$ cat src/rtl/lzc_pkg.sv
// rtl/lzc_pkg.sv - shared types, mode encodings and count-width helper for the leading-run counter
package lzc_pkg;

    // Wide enough for the count of a 64-bit padded group (0..64).
    localparam int LZC_CNT_MAX_W = 7;

    localparam logic LZC_MODE_ZEROS = 1'b0;
    localparam logic LZC_MODE_ONES  = 1'b1;

    typedef struct packed {
        logic [LZC_CNT_MAX_W-1:0] count;
        logic                     all;
    } lzc_grp_t;

    function automatic int lzc_cnt_w(input int width);
        return $clog2(width + 1);
    endfunction

endpackage

$ cat src/rtl/lzc_merge.sv
// rtl/lzc_merge.sv - merges two adjacent equal-size group results into one of twice the size
module lzc_merge #(
    parameter int CW = 1
) (
    input  logic [CW-1:0] hi_count,
    input  logic          hi_all,
    input  logic [CW-1:0] lo_count,
    input  logic          lo_all,
    output logic [CW:0]   count,
    output logic          all
);

    assign all = hi_all & lo_all;

    // A fully matching upper half lets the run continue into the lower half.
    assign count = hi_all ? ({1'b0, hi_count} + {1'b0, lo_count}) : {1'b0, hi_count};

endmodule

$ cat src/rtl/lzc_norm_pipe.sv
// rtl/lzc_norm_pipe.sv - pipelined leading zero/one counter; normalizer built only with LZC_NORM_SHIFT_EN
// Tree levels and the shifter are spread over STAGES registers sharing a single stall signal.
module lzc_norm_pipe
    import lzc_pkg::*;
#(
    parameter int WIDTH  = 24,
    parameter int STAGES = 2,
    localparam int CNT_W = lzc_cnt_w(WIDTH)
) (
    input  logic             clk,
    input  logic             rst_n,
    input  logic             in_valid,
    output logic             in_ready,
    input  logic [WIDTH-1:0] in_data,
    input  logic             in_mode,
    output logic             out_valid,
    input  logic             out_ready,
    output logic [CNT_W-1:0] out_count,
    output logic             out_zero,
    output logic [WIDTH-1:0] out_norm
);

    localparam int LVLS = $clog2(WIDTH);
    localparam int PW   = 1 << LVLS;
`ifdef LZC_NORM_SHIFT_EN
    localparam int NREAL = LVLS + 1;
`else
    localparam int NREAL = LVLS;
`endif
    localparam int NOPS = (NREAL > STAGES) ? NREAL : STAGES;

    typedef struct packed {
        logic              valid;
        logic              mode;
        logic [WIDTH-1:0]  operand;
        lzc_grp_t [PW-1:0] grp;
    } node_t;

    function automatic int stage_of(input int op);
        return (op * STAGES) / NOPS;
    endfunction

    logic  advance;
    node_t head;
    node_t last;

    assign advance  = !out_valid || out_ready;
    assign in_ready = advance;

    // Pad slots below the operand LSB never match, which caps the count at WIDTH.
    always_comb begin
        head       = '0;
        head.valid = in_valid;
        head.mode  = in_mode;
`ifdef LZC_NORM_SHIFT_EN
        head.operand = in_data;
`endif
        for (int i = PW - WIDTH; i < PW; i++) begin
            head.grp[i].count = LZC_CNT_MAX_W'(in_data[i - (PW - WIDTH)] == in_mode);
            head.grp[i].all   = (in_data[i - (PW - WIDTH)] == in_mode);
        end
    end

    for (genvar j = 0; j < NOPS; j++) begin : g_op
        node_t src;
        node_t res;
        node_t q;

        if (j == 0) begin : g_first
            assign src = head;
        end else begin : g_chain
            assign src = g_op[j-1].q;
        end

        if (j < LVLS) begin : g_merge
            localparam int NG = PW >> (j + 1);
            logic [NG-1:0][j+1:0] cnt;
            logic [NG-1:0]        all;

            for (genvar i = 0; i < NG; i++) begin : g_pair
                lzc_merge #(.CW(j + 1)) u_merge (
                    .hi_count(src.grp[2*i+1].count[j:0]),
                    .hi_all  (src.grp[2*i+1].all),
                    .lo_count(src.grp[2*i].count[j:0]),
                    .lo_all  (src.grp[2*i].all),
                    .count   (cnt[i]),
                    .all     (all[i])
                );
            end

            always_comb begin
                res     = src;
                res.grp = '0;
                for (int i = 0; i < NG; i++) begin
                    res.grp[i].count = LZC_CNT_MAX_W'(cnt[i]);
                    res.grp[i].all   = all[i];
                end
            end
        end
`ifdef LZC_NORM_SHIFT_EN
        else if (j == LVLS) begin : g_shift
            // Shift by WIDTH yields zero, covering the all-match case directly.
            always_comb begin
                res         = src;
                res.operand = src.operand << src.grp[0].count;
            end
        end
`endif
        else begin : g_pass
            assign res = src;
        end

        if (j == NOPS - 1 || stage_of(j) != stage_of(j + 1)) begin : g_reg
            always_ff @(posedge clk or negedge rst_n) begin
                if (!rst_n) begin
                    q <= '0;
                end else if (advance) begin
                    q <= res;
                end
            end
        end else begin : g_wire
            assign q = res;
        end
    end

    assign last      = g_op[NOPS-1].q;
    assign out_valid = last.valid;
    assign out_count = last.grp[0].count[CNT_W-1:0];
    assign out_zero  = last.valid && (last.grp[0].count == LZC_CNT_MAX_W'(WIDTH));
    assign out_norm  = last.operand;

endmodule

$ cat config.mk
export PLATFORM = sky130hd
export DESIGN_NAME = lzc_norm_pipe
export DESIGN_NICKNAME = d
export VERILOG_FILES = /design/src/rtl/lzc_pkg.sv /design/src/rtl/lzc_merge.sv /design/src/rtl/lzc_norm_pipe.sv
export SDC_FILE = /design/constraint.sdc
export NUM_CORES = 1
export LEC_CHECK = 0
export CAP_MARGIN = 20
export CORE_MARGIN = 5
export CORE_UTILIZATION = 52
export CTS_BUF_LIST = sky130_fd_sc_hd__clkbuf_16
export DETAILED_ROUTE_END_ITERATION = 10
export HOLD_SLACK_MARGIN = 0.02
export PLACE_DENSITY_LB_ADDON = 0.08
export SLEW_MARGIN = 10
export SYNTH_ARGS = -nofsm -noshare
export SYNTH_HDL_FRONTEND = slang
export SYNTH_SLANG_ARGS = --single-unit
$ cat constraint.sdc
create_clock -name clk -period 3.95 [get_ports clk]
set_clock_uncertainty 0.2 [all_clocks]
set_input_delay 0.5925 -clock clk [delete_from_list [all_inputs] [get_ports clk]]
set_output_delay 0.5925 -clock clk [all_outputs]
set_load 0.05 [all_outputs]
# Yosys cells after proc, flatten, opt, wreduce, memory -nomap -nowiden
# Index checks and enable logic that the tools add are counted.
[totals]
reg_bits = 22
input_bits = 29
output_inout_bits = 32
word_cells = 101
[op_classes]
n_addsub = 23
n_eq_ne = 25
n_mux = 23
bitwise_logic = 19
reduce_logical = 3
[op_table]
columns = ["operator", "n"]
rows = [
  ["adder 1 x 1 -> 2 bit", 12],
  ["equality test 1 bit", 24],
  ["two-way mux 2 bit", 12],
  ["bitwise AND 1 bit", 19],
  ["adder 2 x 2 -> 3 bit", 6],
  ["two-way mux 3 bit", 6],
  ["adder 3 x 3 -> 4 bit", 3],
  ["two-way mux 4 bit", 3],
  ["adder 5 x 4 -> 6 bit", 1],
  ["equality test 6 x 5 -> 1 bit (second input constant)", 1],
  ["two-way mux 6 bit", 1],
  ["adder 4 x 4 -> 5 bit", 1],
  ["two-way mux 5 bit", 1],
  ["logical AND 1 bit", 1],
  ["logical NOT 1 bit", 1],
  ["logical OR 1 bit", 1],
]

# Logic depth before layout (Yosys ltp)
# Gate-level depths: netlist of the first run.
[depth]
ltp_word = 7
depth_mapped = 16
mapped_depth_nobuf = 13

# Modules after synthesis
# A second synthesis of the first run with hierarchy kept.
[unflattened]
cells_unflattened = 390
area_unflattened_um2 = 4051.4
[by_module_without_submodules]
columns = ["mod", "n_inst", "cells_per_inst", "area_per_inst_um2", "seq_area_each_um2"]
rows = [
  ["lzc_norm_pipe", 1, 120, 1549.0, 700.7],
  ["lzc_merge (g_op[0].g_merge.g_pair[0].u_merge ...)", 16, 4, 42.5, 0.0],
  ["lzc_merge (g_op[1].g_merge.g_pair[0].u_merge ...)", 8, 6, 70.1, 0.0],
  ["lzc_merge (g_op[2].g_merge.g_pair[0].u_merge ...)", 4, 17, 132.6, 0.0],
  ["lzc_merge (g_op[3].g_merge.g_pair[0].u_merge ...)", 2, 27, 219.0, 0.0],
  ["lzc_merge (g_op[4].g_merge.g_pair[0].u_merge)", 1, 36, 292.8, 0.0],
]

# Least setup slack after synthesis of the first run
# No wires, ideal clock.
[synth_timing]
kind = "input port to flip-flop"
start = "in in_mode"
end = "reg g_op[2].q[27] (netlist bit)"
setup_ns = 0.121
t_arrival_ns = 3.017
slack_ns = 0.612
path_stages = 16
path_buffers = 3
cell_sequence = "buf_2 buf_2 buf_2 nor2_1 nand2_1 o21ai_0 ha_1 inv_1 fa_1 nor2_1 inv_1 fa_1 xnor2_1 o21ai_0 o21ai_0 a22o_1"
[synth_between]
elab_chain_cells = 7
word_cells_on_any_way = 26
cone_classes = "add/sub: 7; eq/ne: 8; mux: 7; bitwise: 4"
[synth_lines]
columns = ["item", "line", "source"]
rows = [
  ["start: declaration", "lzc_norm_pipe.sv:15", "input logic in_mode,"],
  ["equality test 1 bit (on tied branches)", "lzc_norm_pipe.sv:59, lzc_norm_pipe.sv:60", ""],
  ["adder 1 x 1 -> 2 bit", "lzc_merge.sv:16", "assign count = hi_all ? ({1'b0, hi_count} + {1'b0, lo_count}) : {1'b0, hi_count};"],
  ["two-way mux 2 bit", "lzc_merge.sv:16", ""],
  ["adder 2 x 2 -> 3 bit", "lzc_merge.sv:16", ""],
  ["two-way mux 3 bit", "lzc_merge.sv:16", ""],
  ["adder 3 x 3 -> 4 bit", "lzc_merge.sv:16", ""],
  ["two-way mux 4 bit *", "lzc_merge.sv:16", ""],
  ["end signal: assignment", "lzc_norm_pipe.sv:118", "q <= res;"],
  ["end: declaration", "lzc_norm_pipe.sv:67", "node_t q;"],
]
# Mark *: on every way between the ends. The rest lies on a longest branch, timed or not.
# A chain may end at the register's enable or synchronous reset.

# Worst setup path in the final report of the first run
# Ends and elaborated chain as after synthesis.

==> results by group, run 1 <==
Outcome
  • Run status: finished, final reports clean

Synthesis
  • Post-Synthesis Cell Area: 2683 µm²
  • Synthesis warning total: 0
  • Cells after Synth: approximately 340
  • Post-synthesis average cell area: 7.913 µm²
  • Primary flip-flop cell chosen by synthesis mapping: dfrtp_1
  • Biggest area consumer among synthesized cells: dfrtp_1
  • Proportion of netlist area held by the largest area contributor: 20.52%
  • Synthesized flop and latch total: 22
  • Share of synthesized area occupied by flip-flops and latches: between 20% and 30%
  • Most frequently used cell type in the post-synthesis netlist: nor2_1
  • Share of flip-flops with an asynchronous set or reset: between 90% and 100%
  • Area contributors post-synth: dfrtp_1 21%, ha_1 12%, fa_1 8.2%, buf_4 8.1%, nor2_1 5.9%
  • Count of flip-flops with a built-in enable after synthesis: 0
  • Top cell types by occurrence after synthesis: 42 x nor2_1, 33 x nand2_1, 29 x buf_4
  • Count of distinct cell types in the synthesized netlist: 42

STA
  • Worst Max-Slew Pin Slew: roughly 0.57 ns
  • Slew Viols, Final: 0
  • Minimum clock period: 3.490 ns
  • Fmax achieved: 0.2866 GHz
  • PnR worst setup slack: 0.4602 ns
  • Total Neg Setup Slack: 0 ns
  • Share of the cycle needed by the critical path after routing: roughly nine tenths
  • Final hold violation count: 0
  • Count of endpoints failing setup in the final report: 0
  • Max transition margin: 61.85%
  • Setup repair after global routing missed its margin: no

Clock tree
  • TritonCTS Buffers: 3
  • Total setup buffers inserted after CTS: 0
  • # resized after CTS: 0
  • CTS Hold Bufs: 0
  • H-tree lvl count: 1
  • Clock tree from TritonCTS: built
  • Clock transition at the register clock pins on the worst setup and hold paths after CTS: 0.06 ns
  • Clock Root Buffer: clkbuf_16
  • Count of clock tree sinks: 22
  • Number of buffers between clock root and the deepest sink: 2
  • Latest clock arrival within the worst-skew pair: about 0.25 ns

Floorplan
  • Die Outline Area: 6695 µm²
  • Row count: 26
  • Total core area: 5075 µm²
  • Chip width: 81.83 µm
  • Boundary Pins: between 60 and 70
  • Chip height: between 80 and 90 µm
  • Starting density of the core: 52.86%

Worst setup path
  • Crit path kind: in2reg
  • Critical Path Fanout Max: 57
  • Required time at the endpoint of the critical path: 3.89 ns
  • Crit. End Element: register
  • Arrival time at the worst endpoint: ~3.4 ns
  • Element type at the critical path start: input pin

Global route
  • Overflow left after global routing: 0
  • Via count of the first global-routing pass: 2003
  • First-pass GRT wire length: 8673 µm
  • Antenna violations before repair: 0
  • Pin count of the biggest net entering global routing: 58
  • Total global-route track usage: 16.17%

Place
  • Cells after DPL: 432
  • GP Congestion: 0.8044
  • Number of I/O port buffers: 36
  • DPL Wire Length: 4133 µm
  • Pre-CTS WS: between 0.15 and 0.2 ns

Route
  • Total number of vias: 2245
  • Routed length per instance: 11.58 µm
  • Overall routed net length: slightly above 5000 µm
  • Drt first-iter violations: 80
  • Detailed-route DRC error count: 0
  • Antenna Violating Nets Remaining: 0
  • Length of the first detailed-routing pass in iterations: 6
  • Per-cell via count in the routed design: 5.137

Final layout
  • Synth-to-Final Area Change: 14.83%
  • Number of non-filler instances in the completed layout: 437
  • Antenna cell count: 0
  • NumNets Final: 433
  • Ratio of cells with drive above 1 in the final layout: 4.360%

Power and ir drop
  • Worst IR drop on VDD: 0.0001400 V
  • Power per cell area: 258.6 nW/µm²
  • Pleak: ~1.5 nW

Min path
  • Hold Path Class: reg2reg

Job
  • Count of maximum capacitance violations: 0
==> report_power, final <==
| group | leakage, nW | internal [W] | switching, W | total, W |
|---|---|---|---|---|
| Sequential | 0.290 | 0.000244 | 0.0000135 | 0.000258 |
| Combinational | 1.13 | 0.000117 | 0.000207 | 0.000324 |
| Clock | 0.0385 | 0.000135 | 0.0000798 | 0.000215 |
| Total | 1.46 | 0.000496 | 0.000300 | 0.000797 |
==> layout by cell type (no fill, tap or decap), drive strengths merged <==
cell type / count
a211o: 2
nor4bb: 1
clkbuf: 3
or3: 1
mux2i: 11
or4: 1
nor2: 44
o21ai: 18
mux2: 3
and3: 13
fa: 11
nand3: 6
a211oi: 1
nor2b: 6
a31oi: 1
dfrtp: 22
o22ai: 7
a2111oi: 1
clkinv: 1
a22o: 5
o41ai: 1
inv: 24
o31ai: 6
nand2b: 8
or2: 1
xor2: 3
clkdlybuf4s50: 35
xnor2: 3
and4b: 1
conb: 24
a21oi: 16
nand2: 33
nand3b: 4
buf: 5
o21bai: 3
a32o: 1
nor3: 12
ha: 25
a21o: 4
==> layer usage <==
metal  global-route usage, %  share of wire (%)  vias up  wire length [µm]
li1                        -                  -     1173                 -
met1                   21.86                 47     1013              2378
met2                   27.79                 47       50              2380
met3                   1.425                4.6        9               235
met4                   3.987                1.3        0                65
met5                       0                  0        -                 0
==> area by class of cell <==
class / count / area, µm²
Fill cell: 510 / 1994
Multi-Input combinational cell: 277 / 1866
Sequential cell: 22 / 550.5
Timing Repair Buffer: 40 / 407.9
Inverter: 24 / 90.09
Tap cell: 70 / 87.58
Clock buffer: 3 / 75.07
Clock inverter: 1 / 3.754
==> flip-flops by register name (all words and copies together), names as in the netlist <==
name       flops
out_valid      1
g_op.q        16
out_count      5
==> cells by family after synthesis <==
group / count (synthesis) / share of synthesized area, %
and+or+nand+nor: 131 / 23.23
adders and majority gates: 36 / 19.87
buffers and inverters: 63 / 13.15
DFF: 22 / 20.52
other: 1 / 0.1398
AOI/OAI and AO/OA: 66 / 15.77
muxes: 14 / 5.364
xor gates and xnor gates: 6 / 1.959
==> worst paths after layout <==
kind | start | to | slack (ns) | depth (start not counted)
min in group asynchronous | rst_n | g_op[2].q[20]$_DFFE_PN0P_ | 0.48 | 1
setup reg to reg | g_op[2].q[25]$_DFFE_PN0P_ | out_count[3]$_DFFE_PN0P_ | 0.86 | 10
max in group asynchronous | rst_n | g_op[2].q[27]$_DFFE_PN0P_ | 2.61 | 2
hold reg to reg | g_op[2].q[281]$_DFFE_PN0P_ | g_op[2].q[281]$_DFFE_PN0P_ | 0.27 | 2
setup / recovery | in_mode | g_op[2].q[27]$_DFFE_PN0P_ | 0.46 | 13
hold / removal | g_op[2].q[281]$_DFFE_PN0P_ | g_op[2].q[281]$_DFFE_PN0P_ | 0.27 | 2
==> worst max-delay path: stages <==
cell             delay (ns)
clkdlybuf4s50_1        0.45
buf_12                 0.20
and3_1                 0.18
or2_2                  0.32
inv_1                  0.10
fa_1                   0.43
nor2_1                 0.17
inv_1                  0.08
fa_1                   0.43
xnor2_1                0.13
o21ai_0                0.06
o21ai_0                0.10
a22o_1                 0.19
==> through the flow <==
stage / power, W / utilization [%] / cell area (µm²) / hold slack [ns]
finish: 0.0007965 / 60.70 / 3080 / 0.2712
global route: 0.0008520 / 60.70 / 3080 / 0.3006
CTS: 0.0008038 / 60.40 / 3065 / 0.2745
detailed placement: 0.0005863 / 58.85 / 2987 / 0.2587
global placement: 0.0005782 / 58.85 / 2987 / 0.2590
floorplan: 0.0005184 / - / 2769 / 0.09691
No activity file was read; power rests on OpenSTA's default activity.
==> run 2: changes to the inputs <==
--- a/config.mk
+++ b/config.mk
@@ -7,9 +7,10 @@
 export LEC_CHECK = 0
 export CAP_MARGIN = 20
 export CORE_MARGIN = 5
-export CORE_UTILIZATION = 52
+export CORE_UTILIZATION = 55
 export CTS_BUF_LIST = sky130_fd_sc_hd__clkbuf_16
 export DETAILED_ROUTE_END_ITERATION = 10
+export DONT_BUFFER_PORTS = 1
 export HOLD_SLACK_MARGIN = 0.02
 export PLACE_DENSITY_LB_ADDON = 0.08
 export SLEW_MARGIN = 10
==> results by group, run 2 (same netlist as run 1, synthesis figures left out) <==
STA
  • Setup repair after global routing missed its margin: no
  • Total Neg Setup Slack: 0 ns
  • Fmax achieved: 0.3264 GHz
  • Worst Max-Slew Pin Slew: 0.5777 ns
  • Count of endpoints failing setup in the final report: 0
  • Share of the cycle needed by the critical path after routing: 77.57%
  • PnR worst setup slack: between 0.8 and 0.9 ns
  • Minimum clock period: 3.064 ns
  • Slew Viols, Final: 0
  • Final hold violation count: 0
  • Max transition margin: 61.44%

Final layout
  • Ratio of cells with drive above 1 in the final layout: 4.230%
  • Synth-to-Final Area Change: 0.9795%
  • Number of flip-flops in the largest register: 16
  • Most frequent standard cell in the layout excluding fill and tap cells: nor2_1
  • Final core area utilization: 57.35%
  • Number of non-filler instances in the completed layout: 398
  • Antenna cell count: 0
  • Biggest register: g_op.q
  • Register area: 550.5 µm²
  • Area used by multi-input combinational logic: roughly 1900 µm²
  • NumNets Final: 397
  • Filler cell count: 459
  • Area of all placed cells without fillers: 2709 µm²
  • Highest-count cells in the layout ignoring fill and taps: 42 x nor2_1, 33 x nand2_1, 25 x ha_1, 24 x inv_1, 24 x conb_1

Global route
  • First-pass GRT wire length: 8507 µm
  • Via count of the first global-routing pass: 1989
  • Pin count of the biggest net entering global routing: 58
  • Total global-route track usage: 16.26%
  • Overflow left after global routing: 0
  • Antenna violations before repair: 0

Clock tree
  • Count of clock tree sinks: 22
  • # resized after CTS: 0
  • CTS Hold Bufs: 1
  • Number of buffers between clock root and the deepest sink: 2
  • Clock transition at the register clock pins on the worst setup and hold paths after CTS: 0.06 ns
  • Clock Root Buffer: clkbuf_16
  • TritonCTS Buffers: 3
  • Total setup buffers inserted after CTS: 0
  • Clock tree from TritonCTS: built
  • H-tree lvl count: 1
  • Latest clock arrival within the worst-skew pair: 0.25 ns

Outcome
  • Run status: finished, final reports clean

Floorplan
  • Chip width: 79.84 µm
  • Row count: 25
  • Total core area: between 4000 and 5000 µm²
  • Chip height: roughly 80 µm
  • Die Outline Area: 6374 µm²
  • Starting density of the core: 56.79%
  • Boundary Pins: 61

Job
  • Count of maximum capacitance violations: 0

Route
  • Antenna Violating Nets Remaining: 0
  • Total number of vias: 2109
  • Per-cell via count in the routed design: 5.299
  • Overall routed net length: 4929 µm
  • Length of the first detailed-routing pass in iterations: 4
  • Detailed-route DRC error count: 0
  • Drt first-iter violations: 94
  • Routed length per instance: 12.38 µm

Place
  • Number of I/O port buffers: 0
  • Cells after DPL: ~400
  • Pre-CTS WS: 0.8245 ns
  • DPL Wire Length: 4003 µm
  • GP Congestion: between 0.7 and 0.8
  • Placed inst area: 2605 µm²

Worst setup path
  • Required time at the endpoint of the critical path: 3.92 ns
  • Element type at the critical path start: register
  • Critical Path Fanout Max: 3
  • Worst setup slack for register-to-register paths: 0.89 ns
  • Arrival time at the worst endpoint: approximately 3.0 ns
  • Crit. End Element: register
  • Crit path kind: reg2reg

Power and ir drop
  • Worst IR drop on VDD: 0.0001335 V
  • Power per cell area: 271.0 nW/µm²
  • Pleak: 1.318 nW

Min path
  • Hold Path Class: reg2reg
-- run 2: cell types whose count changed in the layout (fill, tap and decap cells not counted), sizes merged --
cell,delta
clkdlybuf4s50,-35
dlygate4sd3,+1
buf,-2
-- run 2: cell type report --
type	count	share of cell area (%)
multi-input combinational	277	68.87
sequential	22	20.32
inverter	24	3.326
tap	67	3.095
clock buffer	3	2.771
timing repair buffer	4	1.478
clock inverter	1	0.1386
-- run 2: metrics by stage --
| step | total power (W) | hold WS, ns |
|---|---|---|
| 2_1_floorplan | 0.0005184 | 0.09691 |
| 3_3_place_gp | 0.0005120 | 0.09751 |
| 3_5_place_dp | 0.0005180 | 0.09757 |
| 4_1_cts | 0.0007386 | 0.2581 |
| 5_1_grt | 0.0007836 | 0.2528 |
| 6_report | 0.0007341 | 0.2590 |
-- run 2: worst paths after layout --
path,startpoint,to,cells past startpoint
hold reg to reg,g_op[2].q[281]$_DFFE_PN0P_,out_valid$_DFFE_PN0P_,1
max in group asynchronous,rst_n,g_op[2].q[10]$_DFFE_PN0P_,2
setup reg to reg,g_op[2].q[25]$_DFFE_PN0P_,out_count[3]$_DFFE_PN0P_,10
hold / removal,g_op[2].q[281]$_DFFE_PN0P_,out_valid$_DFFE_PN0P_,1
min in group asynchronous,rst_n,out_count[4]$_DFFE_PN0P_,1
setup / recovery,g_op[2].q[25]$_DFFE_PN0P_,out_count[3]$_DFFE_PN0P_,10
-- run 2: worst max-delay path: stages, from the launching register on --
cell,delay (ns)
dfrtp_1,0.36
ha_1,0.20
inv_1,0.06
fa_1,0.39
xnor2_1,0.14
mux2_2,0.30
ha_1,0.33
a21oi_2,0.19
a21oi_1,0.09
or4_1,0.54
o31ai_2,0.18
-- run 2: metal layers --
layer / part of all wire, % / track usage [%]
met1: 47 / 22.69
met2: 46 / 26.13
met5: 0 / 0
met3: 5.4 / 2.709
met4: 1.2 / 4.054
-- run 2: power breakdown --
part / internal (W) / switching [W] / total, W
clock network: 0.000135 / 0.0000798 / 0.000215
logic: 0.0000778 / 0.000152 / 0.000230
registers: 0.000244 / 0.0000451 / 0.000289
total: 0.000457 / 0.000277 / 0.000734
==> run 3: changes to the inputs <==
==> constraint.sdc (replaced) <==
create_clock -name clk -period 2.7 [get_ports clk]
set_clock_uncertainty 0.2 [all_clocks]
set_input_delay 0.405 -clock clk [delete_from_list [all_inputs] [get_ports clk]]
set_output_delay 0.405 -clock clk [all_outputs]
set_load 0.05 [all_outputs]
==> results by group, run 3 (same netlist as run 1, synthesis figures left out) <==
Outcome
  • Run status: complete, but fails checks
  • Violations in the final reports: negative setup slack

Final layout
  • Number of non-filler instances in the completed layout: 427
  • Final core area utilization: ~64%
  • Biggest register: g_op.q
  • Register area: around 550 µm²
  • Ratio of cells with drive above 1 in the final layout: 17.78%
  • Area of all placed cells without fillers: 3038 µm²
  • Filler cell count: 424
  • Antenna cell count: 0
  • Number of flip-flops in the largest register: 16
  • Area used by multi-input combinational logic: 1958 µm²
  • NumNets Final: 426
  • Synth-to-Final Area Change: 13.25%
  • Most frequent standard cell in the layout excluding fill and tap cells: nor2_1
  • Highest-count cells in the layout ignoring fill and taps: 41 x nor2_1, 33 x nand2_1, 32 x buf_4, 24 x conb_1

Worst setup path
  • Top delay family on crit path: adder cells
  • CP max stage cell: or4_4
  • Crit. End Element: register
  • Critical Path Fanout Max: 3
  • Slowest cell delay on critical path: 0.48 ns
  • Buf+Inv Stages, Crit Path: 1
  • Worst setup slack for register-to-register paths: -0.14 ns
  • Crit path kind: reg2reg
  • Element type at the critical path start: register
  • Ordered cell list for the critical path: ha_2, inv_2, fa_2, xnor2_1, mux2_4, ha_4, nand3_4, and4b_1, or4_4, o31ai_2
  • Arrival time at the worst endpoint: 2.82 ns
  • Required time at the endpoint of the critical path: around 2.7 ns

STA
  • Fmax achieved: 0.3521 GHz
  • Fin Hold WS: 0.06426 ns
  • Setup repair after global routing missed its margin: yes
  • PnR worst setup slack: -0.1404 ns
  • Slew Viols, Final: 0
  • Worst Max-Slew Pin Slew: 0.9740 ns
  • Count of endpoints failing setup in the final report: 2
  • Max transition margin: 34.85%
  • Share of the cycle needed by the critical path after routing: 105.2%
  • Minimum clock period: 2.840 ns
  • Final hold violation count: 0

Clock tree
  • Count of clock tree sinks: 22
  • Clock transition at the register clock pins on the worst setup and hold paths after CTS: 0.06 ns
  • TritonCTS Buffers: 3
  • Latest clock arrival within the worst-skew pair: ~0.26 ns
  • H-tree lvl count: 1
  • Number of buffers between clock root and the deepest sink: 2
  • Clock Root Buffer: clkbuf_16
  • Clock tree from TritonCTS: built

Route
  • Detailed-route DRC error count: 0
  • Total number of vias: 2250
  • Overall routed net length: between 5000 and 6000 µm
  • Length of the first detailed-routing pass in iterations: 4
  • Drt first-iter violations: 77
  • Per-cell via count in the routed design: ~5.3
  • Routed length per instance: 12.95 µm
  • Antenna Violating Nets Remaining: 0

Floorplan
  • Boundary Pins: 61
  • Chip height: 79.84 µm
  • Row count: 25
  • Total core area: 4723 µm²
  • Die Outline Area: 6374 µm²
  • Starting density of the core: approximately 57%
  • Chip width: 79.84 µm

Power and ir drop
  • Power spent charging and discharging nets: roughly 0.00043 W
  • Clock network fraction of total power: 33.6%
  • Worst IR drop on VDD: 0.0002491 V
  • Fraction of power consumed by combinational cells: about a third
  • Switching share of power: 34.83%
  • Pleak: 1.452 nW
  • Sequential group share of total power: 32.1%
  • Internal Pwr Total: 0.0008128 W
  • Power per cell area: 410.5 nW/µm²
  • Total power after layout: 0.001247 W

Place
  • Placed inst area: between 2000 and 3000 µm²
  • DPL Wire Length: 4428 µm
  • Number of I/O port buffers: 0
  • Cells after DPL: 420
  • GP Congestion: 0.8451

Global route
  • Total global-route track usage: 17.86%
  • Antenna violations before repair: 0
  • Overflow left after global routing: 0
  • Via count of the first global-routing pass: between 2k and 2.5k
  • Pin count of the biggest net entering global routing: 58
  • First-pass GRT wire length: 9204 µm

Min path
  • Hold Path Class: in2reg

Job
  • Count of maximum capacitance violations: 0
==> run 3: cell types whose count changed in the layout (fill, tap and decap cells not counted), sizes merged <==
cell    previous run  this run
bufinv             0         1
buf                3        32
clkinv             1         0
==> run 3: final timing paths <==
path | start | to | cells after the start
min | in_valid | g_op[2].q[281]$_DFFE_PN0P_ | 2
min reg2reg | g_op[2].q[281]$_DFFE_PN0P_ | out_valid$_DFFE_PN0P_ | 1
max | g_op[2].q[25]$_DFFE_PN0P_ | out_count[3]$_DFFE_PN0P_ | 10
min in group asynchronous | rst_n | out_count[1]$_DFFE_PN0P_ | 1
max reg2reg | g_op[2].q[25]$_DFFE_PN0P_ | out_count[3]$_DFFE_PN0P_ | 10
max in group asynchronous | rst_n | g_op[2].q[12]$_DFFE_PN0P_ | 1
==> run 3: worst reg2reg max path, stage by stage (launching register included) <==
cell	delay, ns
dfrtp_1	0.35
ha_2	0.19
inv_2	0.04
fa_2	0.35
xnor2_1	0.13
mux2_4	0.30
ha_4	0.29
nand3_4	0.06
and4b_1	0.20
or4_4	0.48
o31ai_2	0.17
==> run 3: repair_timing <==
item                                   4_1_cts  5_1_grt
setup endpoints to repair                    2        3
endpoints found under the hold margin       22        0
resized for setup                            6        2
hold buffers                                 1        0
setup buffers                                0        2
pin swaps                                    0        1
==> run 3: area by class of cell <==
class	count	share of cell area [%]
clock buffer	3	2.471
clock inverter	1	0.9885
inverter	24	2.965
multi-input combinational	277	64.46
sequential	22	18.12
tap	67	2.759
timing repair buffer	33	8.237
==> run 3: stage by stage <==
step | setup TNS (ns) | setup WS (ns)
2_1_floorplan | -1.170 | -0.2084
3_3_place_gp | -0.2379 | -0.1258
3_5_place_dp | -0.4291 | -0.1710
4_1_cts | -0.1602 | -0.1381
5_1_grt | -0.4103 | -0.2340
6_report | -0.1496 | -0.1404
==> run 3: routing by layer <==
metal  track usage [%]  wire, µm
met5                 0         0
met4             7.601       115
met3             2.822       251
met2             31.30      2686
met1             21.54      2475
==> run 3: power groups by stage <==
stage                     combinational, W  clock (W)  sequential, W
final                             0.000428   0.000419       0.000400
after global routing              0.000480   0.000440       0.000403
after CTS                         0.000424   0.000422       0.000401
after detailed placement          0.000409          0       0.000407
after global placement            0.000394          0       0.000405
after floorplan                   0.000382          0       0.000387
